## config.mk

```make
export PLATFORM = sky130hd
export DESIGN_NAME = delay_timer_mc_flat
export DESIGN_NICKNAME = d
export VERILOG_FILES = /design/src/rtl/delay_timer_mc_if.sv /design/src/rtl/delay_timer_mc.sv /design/src/flat_wrapper.sv
export SDC_FILE = /design/constraint.sdc
export NUM_CORES = 1
export LEC_CHECK = 0
export BUFFER_PORTS_ARGS = -buffer_cell sky130_fd_sc_hd__buf_2
export CORE_MARGIN = 2
export CORE_UTILIZATION = 45
export CTS_CLUSTER_DIAMETER = 40
export DETAILED_ROUTE_END_ITERATION = 12
export GPL_TIMING_DRIVEN = 0
export PLACE_DENSITY_LB_ADDON = 0.15
export SLEW_MARGIN = 20
export SYNTH_ARGS = -nofsm -noshare
export SYNTH_HDL_FRONTEND = slang
export SYNTH_SLANG_ARGS = --single-unit
```

## constraint.sdc

```tcl
create_clock -name clk -period 10.2 [get_ports clk]
set_input_delay 1.02 -clock clk [delete_from_list [all_inputs] [get_ports clk]]
set_output_delay 1.02 -clock clk [all_outputs]
set_load 0.02 [all_outputs]
```

## src/rtl/delay_timer_mc_if.sv

```systemverilog
// Bundle of the control inputs and status outputs of the multi-channel
// delay timer. The master side programs the channels; the slave side is the
// timer itself.
interface delay_timer_mc_if #(
  parameter int CHANNELS  = 4,
  parameter int DLY_WIDTH = 16
);
  logic [CHANNELS-1:0]           enable;
  logic [CHANNELS*DLY_WIDTH-1:0] delay_us;
  logic [CHANNELS*2-1:0]         mode;
  logic [CHANNELS-1:0]           done;
  logic [CHANNELS-1:0]           done_pulse;
  logic [CHANNELS-1:0]           busy;

  modport master (
    output enable, delay_us, mode,
    input  done, done_pulse, busy
  );

  modport slave (
    input  enable, delay_us, mode,
    output done, done_pulse, busy
  );
endinterface

```

## src/rtl/delay_timer_mc.sv

```systemverilog
// Multi-channel programmable delay timer. Each channel counts
// max(D,1)*FREQ_MHZ clock edges after a rising edge of its enable and then
// flags expiry in level, one-shot pulse, or periodic mode. All outputs are
// registered.
module delay_timer_mc #(
  parameter int FREQ_MHZ  = 50,
  parameter int CHANNELS  = 4,
  parameter int DLY_WIDTH = 16
) (
  input  logic            clk,
  input  logic            rst,
  delay_timer_mc_if.slave bus
);

  // A 1 MHz clock still needs a 1-bit prescaler so the vector is legal.
  localparam int             PW       = (FREQ_MHZ > 1) ? $clog2(FREQ_MHZ) : 1;
  localparam logic [PW-1:0]  PRE_LAST = PW'(FREQ_MHZ - 1);
  localparam logic [1:0]     MODE_PER = 2'b10;

  typedef enum logic [1:0] {
    ST_IDLE    = 2'd0,
    ST_COUNT   = 2'd1,
    ST_EXPIRED = 2'd2
  } state_e;

  logic [CHANNELS-1:0] done_vec;
  logic [CHANNELS-1:0] pulse_vec;
  logic [CHANNELS-1:0] busy_vec;

  for (genvar ch = 0; ch < CHANNELS; ch++) begin : g_ch
    state_e                 state_q, state_d;
    logic [PW-1:0]          pre_q, pre_d;
    logic [DLY_WIDTH-1:0]   us_q, us_d;
    logic [DLY_WIDTH-1:0]   dly_q, dly_d;
    logic                   per_q, per_d;
    logic                   en_q;
    logic                   done_q, done_d;
    logic                   pulse_q, pulse_d;
    logic                   busy_q, busy_d;

    logic                   en_in;
    logic [DLY_WIDTH-1:0]   dly_in;
    logic [1:0]             mode_in;
    logic                   rise;
    logic                   step;
    logic                   expire;
    logic [PW-1:0]          base_pre;
    logic [DLY_WIDTH-1:0]   base_us;
    logic [DLY_WIDTH-1:0]   dly_eff;

    assign en_in   = bus.enable[ch];
    assign dly_in  = bus.delay_us[ch*DLY_WIDTH +: DLY_WIDTH];
    assign mode_in = bus.mode[ch*2 +: 2];
    assign rise    = en_in && !en_q;

    // State register: FSM state, counters, latches and registered outputs.
    always_ff @(posedge clk or posedge rst) begin
      if (rst) begin
        state_q <= ST_IDLE;
        pre_q   <= '0;
        us_q    <= '0;
        dly_q   <= '0;
        per_q   <= 1'b0;
        // NOTE: previous-enable resets high, so an enable held through reset
        // is not mistaken for a rising edge; the channel waits for a toggle.
        en_q    <= 1'b1;
        done_q  <= 1'b0;
        pulse_q <= 1'b0;
        busy_q  <= 1'b0;
      end else begin
        // NOTE: non-blocking assignments so every flop samples the values
        // computed before this edge, independent of statement order.
        state_q <= state_d;
        pre_q   <= pre_d;
        us_q    <= us_d;
        dly_q   <= dly_d;
        per_q   <= per_d;
        en_q    <= en_in;
        done_q  <= done_d;
        pulse_q <= pulse_d;
        busy_q  <= busy_d;
      end
    end

    // Next-state logic: start on enable rise, advance the prescaler/us
    // counters, detect expiry and reload in periodic mode.
    always_comb begin
      // NOTE: every variable gets a default first so no path infers a latch.
      state_d  = state_q;
      pre_d    = pre_q;
      us_d     = us_q;
      dly_d    = dly_q;
      per_d    = per_q;
      step     = 1'b0;
      expire   = 1'b0;
      base_pre = pre_q;
      base_us  = us_q;
      dly_eff  = (dly_q == '0) ? DLY_WIDTH'(1) : dly_q;

      if (!en_in) begin
        // Dropping enable wins over everything, including a coincident expiry.
        state_d = ST_IDLE;
        pre_d   = '0;
        us_d    = '0;
      end else begin
        unique case (state_q)
          ST_IDLE: begin
            if (rise) begin
              // The start edge is itself count 1: step from a zero base using
              // the freshly sampled delay and mode.
              step     = 1'b1;
              base_pre = '0;
              base_us  = '0;
              dly_d    = dly_in;
              per_d    = (mode_in == MODE_PER);
              dly_eff  = (dly_in == '0) ? DLY_WIDTH'(1) : dly_in;
              state_d  = ST_COUNT;
            end
          end
          ST_COUNT:   step = 1'b1;
          ST_EXPIRED: step = 1'b0;
          default:    state_d = ST_IDLE;
        endcase

        if (step) begin
          if (base_pre == PRE_LAST) begin
            pre_d = '0;
            if (base_us == dly_eff - 1'b1) begin
              expire = 1'b1;
              if (per_d) begin
                // Periodic: restart from zero with a re-sampled delay.
                us_d    = '0;
                dly_d   = dly_in;
                state_d = ST_COUNT;
              end else begin
                us_d    = dly_eff;
                state_d = ST_EXPIRED;
              end
            end else begin
              us_d = base_us + 1'b1;
            end
          end else begin
            pre_d = base_pre + 1'b1;
            us_d  = base_us;
          end
        end
      end
    end

    // Output logic: values the output flops take at this edge.
    always_comb begin
      busy_d  = (state_d == ST_COUNT);
      pulse_d = expire;
      done_d  = en_in && (done_q || expire);
    end

    assign done_vec[ch]  = done_q;
    assign pulse_vec[ch] = pulse_q;
    assign busy_vec[ch]  = busy_q;
  end

  assign bus.done       = done_vec;
  assign bus.done_pulse = pulse_vec;
  assign bus.busy       = busy_vec;

endmodule
```

## src/flat_wrapper.sv

```systemverilog
// flat-port wrapper written by rule: the top's interface ports become plain ports
module delay_timer_mc_flat 
#(
  parameter int FREQ_MHZ  = 50,
  parameter int CHANNELS  = 4,
  parameter int DLY_WIDTH = 16
)
  (clk, rst, bus_enable, bus_delay_us, bus_mode, bus_done, bus_done_pulse, bus_busy);
  delay_timer_mc_if #(.CHANNELS(CHANNELS), .DLY_WIDTH(DLY_WIDTH)) bus_i ();
  input  logic clk;
  input  logic rst;
  input wire logic [$bits(bus_i.enable)-1:0] bus_enable;
  input wire logic [$bits(bus_i.delay_us)-1:0] bus_delay_us;
  input wire logic [$bits(bus_i.mode)-1:0] bus_mode;
  output wire logic [$bits(bus_i.done)-1:0] bus_done;
  output wire logic [$bits(bus_i.done_pulse)-1:0] bus_done_pulse;
  output wire logic [$bits(bus_i.busy)-1:0] bus_busy;
  assign bus_i.enable = bus_enable;
  assign bus_i.delay_us = bus_delay_us;
  assign bus_i.mode = bus_mode;
  assign bus_done = bus_i.done;
  assign bus_done_pulse = bus_i.done_pulse;
  assign bus_busy = bus_i.busy;
  delay_timer_mc #(.FREQ_MHZ(FREQ_MHZ), .CHANNELS(CHANNELS), .DLY_WIDTH(DLY_WIDTH)) u_core (.clk(clk), .rst(rst), .bus(bus_i));
endmodule
```

==> flow_summary.json, run 1 <==
{
  "dr.pass1.iters": 6,
  "wirelength_um": 41680,
  "grt_pass1_wl_um": 67730,
  "synth_fp_nets": 1762,
  "finClkSkew_ns": 0.01054,
  "syn-instance-count": 1668,
  "fp.coreArea_um2": 30750,
  "final_common_cell": "nand2_1",
  "first_global_vias": 12820,
  "clockBufferDepth": 2,
  "num_rows": 64,
  "numCtsBuffers": 17,
  "hp-class": "register to register",
  "cts_setup_buffers": 0,
  "hold_slack_ns": 0.4803,
  "rsz0062_at_grt": "false",
  "placed_area_um2": 15070,
  "dp_hpwl_um": 30250,
  "track_usage_pct": 25.28,
  "synthArstFlopShare_pct": 100.0,
  "rr_worst_depth": 16,
  "design.portCount": 90,
  "critPathTopFamily": "simple AND/OR/NAND/NOR gates",
  "avgSynthCellArea_um2": 8.455,
  "start_util_pct": 45.87,
  "portBuffers": 85,
  "grt_max_degree": 97,
  "drt_first_iter_violations": 1140,
  "hold_buffers": 0,
  "cp_slowest_stage_delay_ns": 0.79,
  "worstPathBufferInverterCount": 6,
  "areaGrowthSynthToFinish_pct": 10.91,
  "gp_congestion": 0.9288,
  "min_to": "u_core.g_ch[3].pre_q[4]",
  "yosys_warnings": 0,
  "path_clk_slew_ns": 0.07,
  "maxSlewHeadroom_pct": 20.77,
  "slew_viol_final": 0,
  "worstPathMaxFanout": 10,
  "fin_crit_sh_pct": 71.71,
  "met3_length_um": 2356,
  "cp_cell_sequence": "buf_2, buf_4, nor4b_2, clkbuf_1, buf_1, mux2i_1, ha_1, or4b_2, o21ai_0, nand3b_1, a2111oi_0, nand4_1, a2111oi_4, nor4b_2, a31o_1, buf_4, buf_6, mux2_1",
  "cts_root_buffer": "clkbuf_16",
  "antenna-diode-count": 0,
  "hold_viol_final": 0,
  "clk_latency_ns": 0.46,
  "grt_remaining_overflow": 0,
  "antenna_found_initial": 0,
  "synth_seq_area_share_pct": 31.97,
  "cts_resized": 0,
  "wl_per_cell_um": 19.10,
  "tightest_slew_ns": 1.185,
  "r2r_slack_ns": 3.18,
  "run_status": "finished clean",
  "htreeDepth": 4,
  "wl_met2_um": 19670,
  "cp_data_arrival_time_ns": 7.65,
  "setup_viol": 0,
  "drc": 0,
  "ir_drop_v": 0.0001189,
  "clock_sinks": 180,
  "fin_nets": 1867,
  "die-height_um": 181.0,
  "stdcell_area_um2": 15640,
  "cap_violations": 0,
  "slowest_stage": "a2111oi_4",
  "timing.fmax_mhz": 136.7,
  "synth-edff-count": 0,
  "routed-via-count": 13490,
  "path_class": "input port to register",
  "dieArea_um2": 32770,
  "hold_depth": 1,
  "topRoutingLayerUsed": "met4",
  "period_minus_slack_ns": 7.314,
  "p_per_area_nw_per_um2": 134.9,
  "critPathCaptureType": "register",
  "cp.required_ns": 10.54,
  "crit_path_start_kind": "input port",
  "die_x_um": 181.0,
  "worst_r2r_endpoint": "u_core.g_ch[3].dly_q[1]",
  "reg2reg_from": "u_core.g_ch[3].state_q[0]",
  "hp-start": "u_core.g_ch[3].pre_q[4]",
  "layout_common_cells": "193 x nand2_1, 176 x dfrtp_1, 125 x nor2_1, 98 x buf_2, 88 x clkbuf_1",
  "postLayoutCoreUtil_pct": 50.87,
  "syn_area_um2": 14100,
  "p_leak_nw": 6.215,
  "ys_ff_latch": 180,
  "synth_cell_types": 90,
  "tns_ns": 0,
  "cts_tree": "built",
  "ys.flop_type": "dfrtp_1",
  "ant_nets": 0,
  "drive_gt1_share_pct": 14.61,
  "drt-vias-per-instance": 6.184,
  "drt-met1-wl_um": 18880
}
flip-flops by register name, indices dropped and copies added (netlist names):
| register | cells |
|---|---|
| u_core.g_ch.done_q | 4 |
| u_core.g_ch.en_q | 4 |
| u_core.g_ch.per_q | 4 |
| u_core.g_ch.pre_q | 24 |
| u_core.g_ch.pulse_q | 4 |
| u_core.g_ch.state_q | 8 |
| u_core.g_ch.dly_q | 64 |
| u_core.g_ch.us_q | 64 |
| u_core.g_ch.busy_q | 4 |
cells by family after synthesis:
| group | Yosys count | share of synthesized area (%) |
|---|---|---|
| multiplexers | 133 | 10.27 |
| XOR/XNOR | 121 | 7.807 |
| buffers and inverters | 162 | 5.012 |
| AND/OR/NAND/NOR | 722 | 26.83 |
| flip-flops | 180 | 31.97 |
| adder cells (fa/ha/maj) | 16 | 1.419 |
| AO/OA/AOI/OAI | 334 | 16.69 |
through the flow:
stage,power (mW),std cells,worst slack [ns]
3_3_place_gp,1.424,2149,1.839
5_1_grt,2.215,2182,2.572
6_report,2.110,2182,2.886
2_1_floorplan,1.264,1668,4.300
4_1_cts,2.120,2182,3.019
3_5_place_dp,1.436,2150,2.566
how the worst max path moves through the flow:
stage	start	endpoint	slack [ns]	cells after the start
2_1_floorplan	rst	u_core.g_ch[0].busy_q	4.30	1
3_3_place_gp	rst	u_core.g_ch[1].dly_q[13]	1.84	2
3_5_place_dp	bus_enable[3]	u_core.g_ch[3].dly_q[1]	2.57	18
4_1_cts	bus_enable[3]	u_core.g_ch[3].dly_q[1]	3.02	18
5_1_grt	bus_enable[3]	u_core.g_ch[3].dly_q[5]	2.57	18
6_report	bus_enable[3]	u_core.g_ch[3].dly_q[1]	2.89	18
report_power, final:
group	internal (mW)	total (mW)	leakage, nW	switching, mW
clock	0.352	0.676	0.265	0.324
sequential	0.775	0.865	2.34	0.0900
combinational	0.238	0.568	3.61	0.330
area by class of cell:
type / count / area, µm²
Sequential cell: 180 / 4509
Timing Repair Buffer: 86 / 452.9
Tap cell: 396 / 495.5
Inverter: 33 / 131.4
Clock inverter: 13 / 123.9
Clock buffer: 19 / 452.9
Fill cell: 2943 / 15110
Buffer: 129 / 583.1
Multi-Input combinational cell: 1326 / 8894
worst register-to-register path, cell delays in order (launching register included):
cell and delay [ns]:
dfrtp_1 0.43, nor4b_2 0.79, clkbuf_1 0.54, buf_1 0.52, mux2i_1 0.49, ha_1 0.37
or4b_2 0.69, o21ai_0 0.19, nand3b_1 0.14, a2111oi_0 0.46, nand4_1 0.22, a2111oi_4 0.79
nor4b_2 0.40, a31o_1 0.21, buf_4 0.17, buf_6 0.17, mux2_1 0.34
cells in the mapped netlist, types with 14 or more instances:
cell      count  area share (%)
nand2_1     193             5.1
dfrtp_1     176              31
nor2_1      125             3.3
clkbuf_1     88             2.3
a21oi_1      74             2.6
mux2_2       73             5.8
nand3_1      65             2.3
nor3_1       65             2.3
xnor2_1      62             3.9
o21ai_0      57             2.0
xor2_1       56             3.5
mux2i_1      48             3.4
nor4_1       47             2.1
nand4_1      44             2.0
inv_1        33            0.88
and2_1       23             1.0
a31oi_1      21            0.93
and3_1       19            0.84
nand2b_1     19            0.84
or3_1        18            0.80
or4_1        17            0.90
a22o_1       16            0.99
buf_4        16            0.85
ha_1         16             1.4
o211ai_1     14            0.75
per-layer routing:
| layer | global-route usage (%) | vias up |
|---|---|---|
| met4 | 8.163 | 0 |
| met1 | 34.57 | 6574 |
| met5 | 0 | - |
| met2 | 41.43 | 486 |
| li1 | - | 6370 |
| met3 | 3.447 | 63 |
(Power assumes the default switching activity.)
==> inputs of run 2 (changes only) <==
- clock period: 10.2 -> 6.3 ns (I/O delays scaled with it)
==> run 2 against run 1 <==
Clock-buffer cell count did not move. Die area stayed put. Clock power rose by 63%. Via count barely moved. Total power rose by 62%. Utilization increased by 0.15 points. Highest routed layer unchanged.
==> flow_summary.json, run 2 (synthesis results as in run 1) <==
{
  "postLayoutCoreUtil_pct": 51.03,
  "worstPathMaxFanout": 10,
  "p_per_area_nw_per_um2": 218.1,
  "fin_nets": 1869,
  "drc": 0,
  "num_rows": 64,
  "drive_gt1_share_pct": 14.99,
  "grt_remaining_overflow": 0,
  "track_usage_pct": 25.32,
  "htreeDepth": 4,
  "ant_nets": 0,
  "clockBufferDepth": 2,
  "period_minus_slack_ns": 5.932,
  "final_cell_count_no_fill": 2184,
  "maxSlewHeadroom_pct": 22.21,
  "antenna_found_initial": 0,
  "cp.depth": 17,
  "die-height_um": 181.0,
  "grt_max_degree": 97,
  "slowest_stage": "or4b_2",
  "path_clk_slew_ns": 0.08,
  "finClkSkew_ns": 0.01003,
  "cap_violations": 0,
  "dp_hpwl_um": 30250,
  "total_power_mw": 3.421,
  "cp.required_ns": 6.64,
  "wl_per_cell_um": 19.16,
  "path_class": "register to register",
  "drt-vias-per-instance": 6.184,
  "dp_cells": 2150,
  "largestRegisters": "u_core.g_ch.dly_q x64, u_core.g_ch.us_q x64, u_core.g_ch.pre_q x24",
  "hold_buffers": 0,
  "rr_worst_depth": 17,
  "critPathCaptureType": "register",
  "critPathTopFamily": "simple AND/OR/NAND/NOR gates",
  "p_leak_nw": 6.256,
  "design.portCount": 90,
  "timing.fmax_mhz": 168.6,
  "final_common_cell": "nand2_1",
  "drt_first_iter_violations": 1091,
  "worstPathBufferInverterCount": 5,
  "cts_tree": "built",
  "fp.coreArea_um2": 30750,
  "run_status": "finished clean",
  "numCtsBuffers": 17,
  "wirelength_um": 41840,
  "setup_viol": 0,
  "clk_latency_ns": 0.46,
  "cp_data_arrival_time_ns": 6.27,
  "antenna-diode-count": 0,
  "tns_ns": 0,
  "hp-class": "input port to asynchronous set/reset pin",
  "stdcell_area_um2": 15690,
  "tightest_slew_ns": 1.164,
  "rsz0062_at_grt": "false",
  "areaGrowthSynthToFinish_pct": 11.25,
  "gp_congestion": 0.9288,
  "cp_slowest_stage_delay_ns": 0.68,
  "die_x_um": 181.0,
  "dr.pass1.iters": 5,
  "crit_path_start_kind": "register",
  "portBuffers": 85,
  "fin_crit_sh_pct": 94.16,
  "ir_drop_v": 0.0001926,
  "placed_area_um2": 15070,
  "routed-via-count": 13510,
  "grt_pass1_wl_um": 67790,
  "dieArea_um2": 32770,
  "layout_common_cells": "193 x nand2_1, 176 x dfrtp_1, 125 x nor2_1, 98 x buf_2, 85 x clkbuf_1",
  "start_util_pct": 45.87,
  "cp_cell_sequence": "nor4b_4, clkbuf_2, clkbuf_2, mux2i_1, ha_1, or4b_2, o21ai_0, nand3b_1, a2111oi_0, nand4_1, a2111oi_4, buf_4, nor4b_2, a31o_1, buf_4, buf_6, mux2_1",
  "first_global_vias": 12830,
  "slew_viol_final": 0,
  "cts_root_buffer": "clkbuf_16",
  "hold_viol_final": 0,
  "clock_sinks": 180
}
run 2: worst register-to-register path, stage by stage, from the launching register on:
cell	delay, ns
dfrtp_1	0.44
nor4b_4	0.58
clkbuf_2	0.38
clkbuf_2	0.33
mux2i_1	0.47
ha_1	0.36
or4b_2	0.68
o21ai_0	0.19
nand3b_1	0.14
a2111oi_0	0.45
nand4_1	0.21
a2111oi_4	0.22
buf_4	0.20
nor4b_2	0.27
a31o_1	0.21
buf_4	0.17
buf_6	0.17
mux2_1	0.34
run 2: metrics by stage:
| stage | setup slack [ns] | hold WS [ns] |
|---|---|---|
| after floorplan | 0.7897 | 0.4431 |
| after global placement | -1.671 | 0.4639 |
| after detailed placement | -0.9442 | 0.4660 |
| after CTS | 0.001250 | 0.2574 |
| after global routing | 0.005243 | 0.2599 |
| final | 0.3677 | 0.2523 |
run 2: timing repair:
action | CTS | global route
pin swaps | 1 | 0
endpoints found under the hold margin | 0 | 0
buffers inserted | 2 | 0
resized for setup | 1 | 10
setup endpoints to repair | 32 | 84
gates cloned | 0 | 0
run 2: per-layer routing:
layer	global-route usage (%)	wire length (µm)	share of wire (%)	vias up
met5	0	0	0	-
met1	34.57	19070	46	6553
li1	-	-	-	6390
met3	3.447	2182	5.2	74
met4	8.163	884	2.1	0
met2	41.57	19710	47	488
run 2: power by group:
part,leakage (nW),internal [mW],switching (mW),total (mW)
Clock,0.265,0.571,0.525,1.10
Sequential,2.34,1.26,0.147,1.40
Combinational,3.65,0.387,0.536,0.923
run 2: final cells by class:
type / count / area (µm²)
fillers: 2943 / 15060
multi-input cells: 1326 / 8920
flip-flops and latches: 180 / 4509
plain buffers: 129 / 589.3
well taps: 396 / 495.5
repair buffers: 88 / 467.9
clock buffers: 19 / 452.9
inverters: 33 / 131.4
clock inverters: 13 / 123.9
run 2: worst paths after layout:
path	startpoint	slack [ns]	end
setup / recovery	u_core.g_ch[3].state_q[0]	0.37	u_core.g_ch[3].dly_q[1]
hold / removal	rst	0.25	u_core.g_ch[3].pulse_q
setup reg to reg	u_core.g_ch[3].state_q[0]	0.37	u_core.g_ch[3].dly_q[1]
hold reg to reg	u_core.g_ch[3].pre_q[4]	0.48	u_core.g_ch[3].pre_q[4]
max in group asynchronous	rst	5.10	u_core.g_ch[2].en_q
min in group clk	bus_enable[3]	0.27	u_core.g_ch[3].en_q
